File: src/rtl/ctrl_unit_if.sv
// ctrl_unit_if: instruction-fetch bus between ctrl_unit and instruction memory.
//   imem_req   fetch request (master -> slave)
//   imem_addr  fetch address, BIT_COUNT wide (master -> slave)
//   imem_rdata 8-bit instruction word (slave -> master)
//   imem_valid imem_rdata valid this cycle (slave -> master)
// Also provides the one-hot ALU mode bit positions shared with the datapath.

`ifndef ALU_MODE_COUNT
`define ALU_MODE_ADD      0
`define ALU_MODE_SHIFT    1
`define ALU_MODE_NOT      2
`define ALU_MODE_AND      3
`define ALU_MODE_OR       4
`define ALU_MODE_BYPASS_A 5
`define ALU_MODE_BYPASS_B 6
`define ALU_MODE_COUNT    7
`endif

interface ctrl_unit_if #(parameter int BIT_COUNT = 8);
    logic                 imem_req;
    logic [BIT_COUNT-1:0] imem_addr;
    logic [7:0]           imem_rdata;
    logic                 imem_valid;

    modport master (output imem_req, imem_addr, input imem_rdata, imem_valid);
    modport slave  (input imem_req, imem_addr, output imem_rdata, imem_valid);
endinterface

File: src/rtl/ctrl_unit.sv
// ctrl_unit: FETCH/EXEC/HALT control FSM. Fetches 8-bit instructions over the
// imem bus, decodes them for one EXEC cycle into a one-hot ALU mode, operand
// selects and datapath write enables, and owns the PC.
// Ports:
//   clk, rst        clock, synchronous active-high reset
//   imem            fetch bus (master modport)
//   acc_zero_i      accumulator == 0
//   alu_c_i         ALU result, used as JMP/BEQZ target
//   alu_mode_o      one-hot ALU op (bits `ALU_MODE_*), only in EXEC
//   alu_a_sel_o     0 = acc, 1 = pc
//   alu_b_sel_o     0 = x[rd_idx], 1 = imm
//   imm_o, rd_idx_o insn[3:0], insn[2:0] (EXEC only)
//   reg_wr_en_o     write alu_c to x[rd_idx]
//   acc_wr_en_o     write alu_c to acc
//   pc_o            current PC
//   halted_o        core in HALT
//   illegal_o       sticky illegal-opcode flag
// Build option: define ILLEGAL_TRAP_EN to trap opcodes D/E into HALT and set
// illegal_o; otherwise they execute as NOP and illegal_o is tied low.

`ifndef ALU_MODE_COUNT
`define ALU_MODE_ADD      0
`define ALU_MODE_SHIFT    1
`define ALU_MODE_NOT      2
`define ALU_MODE_AND      3
`define ALU_MODE_OR       4
`define ALU_MODE_BYPASS_A 5
`define ALU_MODE_BYPASS_B 6
`define ALU_MODE_COUNT    7
`endif

module ctrl_unit #(
    parameter int                   BIT_COUNT = 8,
    parameter logic [BIT_COUNT-1:0] RESET_PC  = '0
) (
    input  logic                       clk,
    input  logic                       rst,
    ctrl_unit_if.master                imem,
    input  logic                       acc_zero_i,
    input  logic [BIT_COUNT-1:0]       alu_c_i,
    output logic [`ALU_MODE_COUNT-1:0] alu_mode_o,
    output logic                       alu_a_sel_o,
    output logic                       alu_b_sel_o,
    output logic [3:0]                 imm_o,
    output logic [2:0]                 rd_idx_o,
    output logic                       reg_wr_en_o,
    output logic                       acc_wr_en_o,
    output logic [BIT_COUNT-1:0]       pc_o,
    output logic                       halted_o,
    output logic                       illegal_o
);

    typedef enum logic [1:0] {S_FETCH, S_EXEC, S_HALT} state_t;

    state_t               state_q;
    logic [BIT_COUNT-1:0] pc_q, pc_d;
    logic [7:0]           ir_q;
    logic                 halt_d;
`ifdef ILLEGAL_TRAP_EN
    logic                 illegal_q;
`endif

    // Outputs are gated by rst so they read as reset values in the same
    // cycle rst is raised, not only after the reset edge.
    assign pc_o           = rst ? RESET_PC : pc_q;
    assign imem.imem_addr = pc_o;
    assign imem.imem_req  = !rst && (state_q == S_FETCH);
    assign halted_o       = !rst && (state_q == S_HALT);
`ifdef ILLEGAL_TRAP_EN
    assign illegal_o      = !rst && illegal_q;
`else
    assign illegal_o      = 1'b0;
`endif

    // EXEC decode
    always_comb begin
        alu_mode_o  = '0;
        alu_a_sel_o = 1'b0;
        alu_b_sel_o = 1'b0;
        reg_wr_en_o = 1'b0;
        acc_wr_en_o = 1'b0;
        imm_o       = '0;
        rd_idx_o    = '0;
        if (!rst && state_q == S_EXEC) begin
            imm_o    = ir_q[3:0];
            rd_idx_o = ir_q[2:0];
            case (ir_q[7:4])
                4'h1: begin alu_mode_o[`ALU_MODE_ADD] = 1'b1; acc_wr_en_o = 1'b1; end
                4'h2: begin alu_mode_o[`ALU_MODE_ADD] = 1'b1; alu_b_sel_o = 1'b1; acc_wr_en_o = 1'b1; end
                4'h3: begin alu_mode_o[`ALU_MODE_SHIFT] = 1'b1; acc_wr_en_o = 1'b1; end
                4'h4: begin alu_mode_o[`ALU_MODE_SHIFT] = 1'b1; alu_b_sel_o = 1'b1; acc_wr_en_o = 1'b1; end
                4'h5: begin alu_mode_o[`ALU_MODE_NOT] = 1'b1; acc_wr_en_o = 1'b1; end
                4'h6: begin alu_mode_o[`ALU_MODE_AND] = 1'b1; acc_wr_en_o = 1'b1; end
                4'h7: begin alu_mode_o[`ALU_MODE_OR] = 1'b1; acc_wr_en_o = 1'b1; end
                4'h8: begin alu_mode_o[`ALU_MODE_BYPASS_A] = 1'b1; reg_wr_en_o = 1'b1; end
                4'h9: begin alu_mode_o[`ALU_MODE_BYPASS_B] = 1'b1; acc_wr_en_o = 1'b1; end
                4'hA: begin alu_mode_o[`ALU_MODE_BYPASS_B] = 1'b1; alu_b_sel_o = 1'b1; acc_wr_en_o = 1'b1; end
                4'hB: alu_mode_o[`ALU_MODE_BYPASS_A] = 1'b1;
                4'hC: begin alu_mode_o[`ALU_MODE_ADD] = 1'b1; alu_a_sel_o = 1'b1; alu_b_sel_o = 1'b1; end
                default: ;
            endcase
        end
    end

    // Next PC / halt decision at the end of EXEC
    always_comb begin
        pc_d   = pc_q + {{(BIT_COUNT-1){1'b0}}, 1'b1};
        halt_d = 1'b0;
        case (ir_q[7:4])
            4'hB: pc_d = alu_c_i;
            4'hC: if (acc_zero_i) pc_d = alu_c_i;
`ifdef ILLEGAL_TRAP_EN
            4'hD, 4'hE: begin pc_d = pc_q; halt_d = 1'b1; end
`endif
            4'hF: begin pc_d = pc_q; halt_d = 1'b1; end
            default: ;
        endcase
    end

    always_ff @(posedge clk) begin
        if (rst) begin
            state_q   <= S_FETCH;
            pc_q      <= RESET_PC;
            ir_q      <= '0;
`ifdef ILLEGAL_TRAP_EN
            illegal_q <= 1'b0;
`endif
        end else begin
            case (state_q)
                S_FETCH: if (imem.imem_valid) begin
                    ir_q    <= imem.imem_rdata;
                    state_q <= S_EXEC;
                end
                S_EXEC: begin
                    pc_q    <= pc_d;
                    state_q <= halt_d ? S_HALT : S_FETCH;
`ifdef ILLEGAL_TRAP_EN
                    if (ir_q[7:4] == 4'hD || ir_q[7:4] == 4'hE) illegal_q <= 1'b1;
`endif
                end
                S_HALT: ;
                default: state_q <= S_FETCH;
            endcase
        end
    end

endmodule
File: src/flat_wrapper.sv
// flat-port wrapper written by rule: the top's interface ports become plain ports
module ctrl_unit_flat 
#(
    parameter int                   BIT_COUNT = 8,
    parameter logic [BIT_COUNT-1:0] RESET_PC  = '0
)
  (clk, rst, acc_zero_i, alu_c_i, alu_mode_o, alu_a_sel_o, alu_b_sel_o, imm_o, rd_idx_o, reg_wr_en_o, acc_wr_en_o, pc_o, halted_o, illegal_o, imem_imem_req, imem_imem_addr, imem_imem_rdata, imem_imem_valid);
  ctrl_unit_if #(.BIT_COUNT(BIT_COUNT)) imem_i ();
  input  logic clk;
  input  logic rst;
  input  logic acc_zero_i;
  input  logic [BIT_COUNT-1:0] alu_c_i;
  output logic [`ALU_MODE_COUNT-1:0] alu_mode_o;
  output logic alu_a_sel_o;
  output logic alu_b_sel_o;
  output logic [3:0] imm_o;
  output logic [2:0] rd_idx_o;
  output logic reg_wr_en_o;
  output logic acc_wr_en_o;
  output logic [BIT_COUNT-1:0] pc_o;
  output logic halted_o;
  output logic illegal_o;
  output wire logic [$bits(imem_i.imem_req)-1:0] imem_imem_req;
  output wire logic [$bits(imem_i.imem_addr)-1:0] imem_imem_addr;
  input wire logic [$bits(imem_i.imem_rdata)-1:0] imem_imem_rdata;
  input wire logic [$bits(imem_i.imem_valid)-1:0] imem_imem_valid;
  assign imem_imem_req = imem_i.imem_req;
  assign imem_imem_addr = imem_i.imem_addr;
  assign imem_i.imem_rdata = imem_imem_rdata;
  assign imem_i.imem_valid = imem_imem_valid;
  ctrl_unit #(.BIT_COUNT(BIT_COUNT), .RESET_PC(RESET_PC)) u_core (.clk(clk), .rst(rst), .imem(imem_i), .acc_zero_i(acc_zero_i), .alu_c_i(alu_c_i), .alu_mode_o(alu_mode_o), .alu_a_sel_o(alu_a_sel_o), .alu_b_sel_o(alu_b_sel_o), .imm_o(imm_o), .rd_idx_o(rd_idx_o), .reg_wr_en_o(reg_wr_en_o), .acc_wr_en_o(acc_wr_en_o), .pc_o(pc_o), .halted_o(halted_o), .illegal_o(illegal_o));
endmodule
File: config.mk
export PLATFORM = sky130hd
export DESIGN_NAME = ctrl_unit_flat
export DESIGN_NICKNAME = d
export VERILOG_FILES = /design/src/rtl/ctrl_unit_if.sv /design/src/rtl/ctrl_unit.sv /design/src/flat_wrapper.sv
export SDC_FILE = /design/constraint.sdc
export NUM_CORES = 1
export LEC_CHECK = 0
export CORE_MARGIN = 2
export CORE_UTILIZATION = 41
export CTS_CLUSTER_SIZE = 25
export DETAILED_ROUTE_END_ITERATION = 8
export HOLD_SLACK_MARGIN = 0.03
export PLACE_DENSITY_LB_ADDON = 0.05
export SLEW_MARGIN = 30
export SYNTH_ARGS = -nofsm -noshare
export SYNTH_HDL_FRONTEND = slang
export SYNTH_SLANG_ARGS = --single-unit
File: constraint.sdc
create_clock -name clk -period 1.54 [get_ports clk]
set_input_delay 0.308 -clock clk [delete_from_list [all_inputs] [get_ports clk]]
set_output_delay 0.308 -clock clk [all_outputs]
set_load 0.05 [all_outputs]
==> results by group, run 1 <==
Status
  • Status: aborted with a tool error
  • Exit stage: global routing
  • Stop err: [ERROR DPL-0038] Utilization greater than 100%, impossible to legalize

Synthesis
  • Unique masters post-synth: 40
  • Simple-Gate Fraction of Synth Area: 28.1%
  • Cell count after synthesis: 153
  • Largest family of logic cells by synthesized area: simple AND/OR/NAND/NOR gates
  • Area share of the largest cell type after synthesis: 29.4%
  • Leading cell types by count after synthesis: 24 x nor2_1, 18 x dfxtp_1, 15 x mux2i_1
  • Compound-Gate Fraction of Synth Area: 14.9%
  • Dominant cells by area after synthesis: dfxtp_1 29%, mux2i_1 12%, buf_4 7.3%, nor2_1 7.3%, o32ai_1 3.6%
  • Syn_nets: 174
  • Most common cell in the netlist: nor2_1
  • Mux contribution to synthesized area: 12.2%
  • Synth Flop Type: dfxtp_1
  • Post-synthesis sequential area ratio: 29.4%
  • Avg Synthesized Cell Area: 8.01 um^2
  • Leading area contributor after synthesis: dfxtp_1
  • Yosys reg bits: 18
  • Post-Synth Adder-Cell Area: 1.02%
  • Post-synth EDFFs: 0
  • Asr flop ratio synth: 0%
  • Yosys Warn Count: 0
  • XOR/XNOR Fraction of Synth Area: 1.43%
  • Post-Syn Area: 1230 um^2

Floorplan
  • Die H: 58.7 um
  • Row count: 19
  • Initial cell density of the core: 43.7%
  • Die Width: 58.7 um
  • Ports: 57

Clock network
  • TritonCTS Buffers: 3
  • # H-tree levels: 1
  • Root Driver: clkbuf_4
  • Max clock buf depth: 2
  • Clk sinks: 18
  • Hold buffer count at cts: 0

STA
  • Worst setup endpoint GRT: alu_mode_o[6]
  • Worst EP kind: top-level output

Placement
  • Final GP Congestion: 0.804
  • Dpl cell area: 2400 um^2
  • IO buf count: 55
  • Hpwl dp: 3.08 mm

GRT
  • Largest net degree at the start of global routing: 12
[repair_timing]
item,in CTS
pin swaps,16
endpoints found under the setup margin,43
resized for setup,39
cloned,1
buffers inserted,12
[cell families after synthesis]
family / Yosys count
AO/OA/AOI/OAI: 24
multiplexers: 15
adder cells (fa/ha/maj): 1
buffers and inverters: 27
AND/OR/NAND/NOR: 65
XOR/XNOR: 2
flip-flops: 18
other: 1
[stage by stage]
step	cells	setup WS, ns	setup TNS [ns]
3_5_place_dp	241	-0.417	-14.58
3_3_place_gp	241	-0.342	-11.38
2_1_floorplan	153	-0.344	-1.70
4_1_cts	258	-0.297	-4.64
==> inputs of run 2 (changes only) <==
Settings changed: CORE_AREA from default to 2 2 63 65, CORE_MARGIN 2 to default, CORE_UTILIZATION 41 to default, CTS_CLUSTER_SIZE 25 to default, DIE_AREA from default to 0 0 65 67, HOLD_SLACK_MARGIN 0.03 to default, PLACE_DENSITY_LB_ADDON 0.05 to 0.15.
==> run 2 against run 1 <==
  * The flow now finishes, with violations (setup timing)
  * Area after synthesis did not move
  * Synthesized cell count unchanged
==> results by group, run 2 <==
Flow run
  • Max-Cap Viols: 0

Clock network
  • Max clock buf depth: 2
  • TritonCTS Buffers: 3
  • # H-tree levels: 1
  • Later-pin clock latency in the skew report: 0.25 ns
  • Clk sinks: 18
  • Hold buffer count at cts: 0
  • Worst-path clk slew: 0.07 ns
  • Root Driver: clkbuf_8
  • CTS tree: yes

GRT
  • GR Overflow Total: 0
  • Largest net degree at the start of global routing: 15
  • Number of antenna violations at the first check in global routing: 0
  • Vias in the first global route: 1456
  • Total GRT Usage: 20.3%
  • First-pass GRT wire length: 6.98 mm

Placement
  • Dpl cells: 262
  • Final GP Congestion: 0.792
  • Hpwl dp: 3.08 mm
  • IO buf count: 55
  • Dpl cell area: 2460 um^2

STA
  • # setup viols final: 20
  • Period utilization: 119%
  • Worst setup margin: -0.295 ns
  • F_max: 545 MHz
  • Final Slew Violations: 0
  • Worst hold slack: 0.512 ns
  • Worst Skew: 0.00247 ns
  • Fin. Hold Viols: 0
  • RSZ-0062 raised after global routing: true
  • Tmin final: 1.83 ns
  • Post-Route Setup TNS: -4.48 ns

Floorplan
  • Row count: 22
  • Die Width: 65 um
  • Initial cell density of the core: 34.0%
  • Ports: 57
  • Area of the die: 4360 um^2
  • Core region area: 3610 um^2
  • Die H: 67 um

Layout
  • Footprint of the multi-input gates: 957 um^2
  • Final cell count without fillers: 275
  • Synthesis-to-finish area growth: 120%
  • Most frequent cells in the layout: 37 x buf_12, 27 x buf_4, 18 x clkdlybuf4s50_1
  • Register area: 375 um^2
  • Antenna cells: 0
  • Fraction of layout cells with a size suffix above 1: 53.7%
  • NumNets Final: 249
  • Cell area after layout: 2700 um^2
  • Largest regs: u_core.ir_q (8), u_core.pc_q (8), u_core.state_q (2)
  • Leading cell type in the layout, fill and taps excluded: buf_12
  • Fillers: 250

Synthesis
  • Largest family of logic cells by synthesized area: simple AND/OR/NAND/NOR gates
  • Avg Synthesized Cell Area: 8.01 um^2
  • Most common cell in the netlist: nor2_1
  • Post-synth EDFFs: 0
  • Leading area contributor after synthesis: dfxtp_1
  • Unique masters post-synth: 40
  • Cell count after synthesis: 153
  • Post-Synth Adder-Cell Area: 1.02%
  • XOR/XNOR Fraction of Synth Area: 1.43%
  • Leading cell types by count after synthesis: 24 x nor2_1, 18 x dfxtp_1, 15 x mux2i_1
  • Asr flop ratio synth: 0%
  • Synth Flop Type: dfxtp_1
  • Dominant cells by area after synthesis: dfxtp_1 29%, mux2i_1 12%, buf_4 7.3%, nor2_1 7.3%, o32ai_1 3.6%
  • Yosys reg bits: 18
  • Syn_nets: 174
  • Post-Syn Area: 1230 um^2
  • Post-synthesis sequential area ratio: 29.4%
  • Area share of the largest cell type after synthesis: 29.4%
  • Simple-Gate Fraction of Synth Area: 28.1%
  • Mux contribution to synthesized area: 12.2%
  • Yosys Warn Count: 0
  • Compound-Gate Fraction of Synth Area: 14.9%

Min path
  • Min-Delay Startpoint: u_core.ir_q[1]
  • Hold crit path type: reg2reg
  • Hold path cells: 2
  • WHS Endpoint: u_core.ir_q[1]

Setup path
  • Startpoint Class: flop
  • R2R cell count: 6
  • Reg2Reg Launch Point: u_core.ir_q[6]
  • Req. time, crit path: 1.23 ns
  • CP max FO: 4
  • Crit Path Class: reg2out
  • Critical path capture point type: output pin
  • Flop2flop setup slack: 0 ns
  • Worst path arrival time: 1.53 ns
  • RR Endpoint: u_core.pc_q[4]

Route
  • Post-route ant nets: 0
  • DRC: 0
  • Total Wirelength: 4.50 mm
  • Vias: 1395
  • DR vias/cell: 5.07
  • Initial DRC count: 57
  • Detailed Routing Iterations Pass 1: 4
  • Drt wl/cell: 16.4 um

Pwr
  • Static Leak: 1.04 nW
  • Peak supply drop: 364 uV
  • PwrDens: 482 nW/um^2

Status
  • Status: finished, violations left
  • Failing checks: setup timing
## run 2: through the flow
step	utilization [%]	power, mW	setup slack (ns)
CTS	73.1	1.28	-0.222
global route	74.9	1.35	-0.354
global placement	68.2	0.872	-0.312
detailed placement	68.2	0.882	-0.350
finish	74.9	1.30	-0.295
floorplan	-	0.714	-0.344
## run 2: area by class of cell
cell class              instances  share of cell area, %
repair buffers                 91                   45.6
inverters                       6                  0.833
clock buffers                   4                   2.04
well taps                      48                   2.22
multi-input cells             108                   35.4
flip-flops and latches         18                   13.9
## run 2: per-layer routing
| metal | wire length, um | up-vias | GRT usage (%) |
|---|---|---|---|
| li1 | - | 671 | - |
| met1 | 1720 | 662 | 23.8 |
| met2 | 2430 | 51 | 37.6 |
| met3 | 248 | 11 | 3.04 |
| met4 | 102 | 0 | 6.12 |
| met5 | 0 | - | 0 |
## run 2: cells by family after synthesis
kind of cell	Yosys count
buf+inv	27
mux	15
flops	18
xor+xnor	2
simple gates	65
fa+ha+maj	1
compound gates	24
other cells	1
## run 2: how the worst max path moves through the flow
stage	from	endpoint	slack, ns	cells past startpoint
floorplan	rst	pc_o[0]	-0.34	3
global placement	rst	imem_imem_addr[0]	-0.31	4
detailed placement	rst	alu_mode_o[6]	-0.35	6
CTS	u_core.state_q[1]	alu_mode_o[6]	-0.22	6
global route	u_core.state_q[1]	alu_mode_o[6]	-0.35	6
finish	u_core.state_q[1]	acc_wr_en_o	-0.29	5
## run 2: worst max-delay path: stages (launching register included)
cell and delay, ns:
dfxtp_2 0.33, nand2b_4 0.16, buf_4 0.14, or2_4 0.27, a211oi_4 0.21, buf_12 0.17
## run 2: report_power, final
group / switching [mW] / internal, mW
sequential: 0.0242 / 0.484
combinational: 0.199 / 0.210
clock: 0.160 / 0.227
total: 0.383 / 0.921
## run 2: repair_timing
| action | 4_1_cts | 5_1_grt |
|---|---|---|
| gates cloned | 1 | 0 |
| setup buffers | 6 | 2 |
| gates resized for setup | 26 | 11 |
| pin swaps | 8 | 5 |
| setup endpoints to repair | 43 | 32 |
Power figures use the tool's default switching activity.
==> RTL change: new RTL, flow settings as in run 2 <==
Build with the macro `ILLEGAL_TRAP_EN` defined.
--- a/src/rtl/ctrl_unit.sv
+++ b/src/rtl/ctrl_unit.sv
@@ -17,6 +17,8 @@
 //   illegal_o       sticky illegal-opcode flag
 // Build option: define ILLEGAL_TRAP_EN to trap opcodes D/E into HALT and set
 // illegal_o; otherwise they execute as NOP and illegal_o is tied low.
+
+`define ILLEGAL_TRAP_EN
 
 `ifndef ALU_MODE_COUNT
 `define ALU_MODE_ADD      0
Check against the original RTL: not equivalent (a bounded check fails within 4 cycles, from zero or initial values and one cycle with rst high).
==> RTL change against run 2 <==
Critical endpoint is now alu_mode_o[3]. Critical path depth unchanged. Sequential cell count increased by 1. Wire length increased by 4.7%. Cell area increased by 3.4%. The flow still finishes with violations (setup timing). Worst setup slack improved by 22 ps. Core utilization increased by 2.6 points. Largest cell class unchanged. Highest routed layer unchanged. Die area unchanged. Area after synthesis increased by 3.1%. Power increased by 2.4%.
==> RTL change: results (changes against run 2) <==
| Metric | Value |
|---|---|
| Status | complete, but fails checks |
| Failing checks | setup timing |
| Leak | 1.08 nW (+3.8%) |
| Most frequent cells after synthesis | nor2_1 (27), dfxtp_1 (19), mux2i_1 (15) |
| Final setup vio count | 20 (unchanged) |
| Syn Nets | 177 (+1.7%) |
| Tot GR Track Use | 21.3% (+1.0 points) |
| Top cells by area, synth | dfxtp_1 (30%), mux2i_1 (12%), nor2_1 (8.0%) |
| Cell area after placement | 2450 um^2 (-0.51%) |
| Final WS setup | -272 ps (+22.4 ps) |
| H-tree level count | 1 (unchanged) |
| DRT iter0 DRCs | 66 (+16%) |
| RePlAce Congestion | 0.766 (-3.2%) |
| Vias in the first global route | 1452 (-0.27%) |
| Fin nets | 255 (+2.4%) |
| Max IR drop VDD | 494 uV (+36%) |
| Place WS | -441 ps (-91.7 ps) |
| Sequential area share after synthesis | 30.1% (+0.71 points) |
| WP data arrival | 1500 ps (-30 ps) |
| Hpwl dp | 3090 um (+0.11%) |
| Primary FF master, synth | dfxtp_1 |
| First-pass GRT wire length | 7050 um (+1.1%) |
| Setup TNS | -3560 ps (+913 ps) |
| Drt total wl | 4710 um (+4.7%) |
| Fin Clk Skew | 1.86 ps (-0.608 ps) |
| Fraction of layout instances using a drive strength above 1 | 55.8% (+2.0 points) |
| Clk_lat worst skew | roughly 260 ps |
| Count of input and output buffers | 56 (+1.8%) |
| Switching power | 0.000415 W (+8.3%) |
| Routed via count | 1437 (+3.0%) |
==> RTL change: repair_timing <==
item	4_1_cts	5_1_grt
cloned	1	0
buffers inserted	9	6
pin swaps	20	10
resized for setup	36	20
endpoints found under the setup margin	43	32
==> RTL change: logic make-up (layout without fill, tap and decap cells) <==
logic type | after synthesis | count (layout) | synth area share, %
XOR/XNOR | 2 | 2 | 1.39
flip-flops | 19 | 19 | 30.1
buffers and inverters | 27 | 104 | 12.5
AO/OA/AOI/OAI | 26 | 26 | 15.4
adder cells (fa/ha/maj) | 1 | 1 | 0.990
AND/OR/NAND/NOR | 66 | 66 | 27.7
multiplexers | 15 | 15 | 11.9
==> RTL change: final timing paths <==
kind / start / endpoint / slack (ps) / depth (start not counted)
hold / removal: u_core.ir_q[2] / u_core.ir_q[2] / 510 / 2
setup reg to reg: u_core.ir_q[5] / u_core.pc_q[1] / -40 / 6
hold reg to reg: u_core.ir_q[2] / u_core.ir_q[2] / 510 / 2
setup / recovery: u_core.state_q[1] / alu_mode_o[3] / -270 / 5
==> RTL change: power groups by stage <==
stage	combinational (W)	sequential, W	clock [W]
final	0.000431	0.000535	0.000369
after floorplan	0.000191	0.000534	0
after global routing	0.000454	0.000537	0.000396
after detailed placement	0.000350	0.000542	0
after global placement	0.000340	0.000540	0
after CTS	0.000393	0.000531	0.000366
==> RTL change: final cells by class <==
class	instances	area, um^2
repair buffers	93	1280
multi-input cells	110	987
fillers	228	811
flip-flops and latches	19	399
well taps	48	60.1
clock buffers	4	45.0
inverters	7	26.3
==> RTL change: critical path, delay by kind of cell, from the launching register on <==
family	cells	cell delay, ps
buffers and inverters	1	170
DFF	1	320
and+or+nand+nor	4	750
==> RTL change: layer usage <==
| layer | up-vias | GRT usage (%) | routed length [um] |
|---|---|---|---|
| met5 | - | 0 | 0 |
| met4 | 0 | 5.59 | 39 |
| met3 | 4 | 3.38 | 224 |
| met2 | 48 | 39.7 | 2570 |
| met1 | 694 | 25.2 | 1880 |
| li1 | 691 | - | - |
==> RTL change: through the flow <==
| stage | std cells | power, W | utilization (%) |
|---|---|---|---|
| after floorplan | 156 | 0.000725 | - |
| after global placement | 263 | 0.000881 | 67.9 |
| after detailed placement | 263 | 0.000892 | 67.9 |
| after CTS | 276 | 0.00129 | 74.3 |
| after global routing | 281 | 0.00139 | 77.5 |
| final | 281 | 0.00133 | 77.5 |
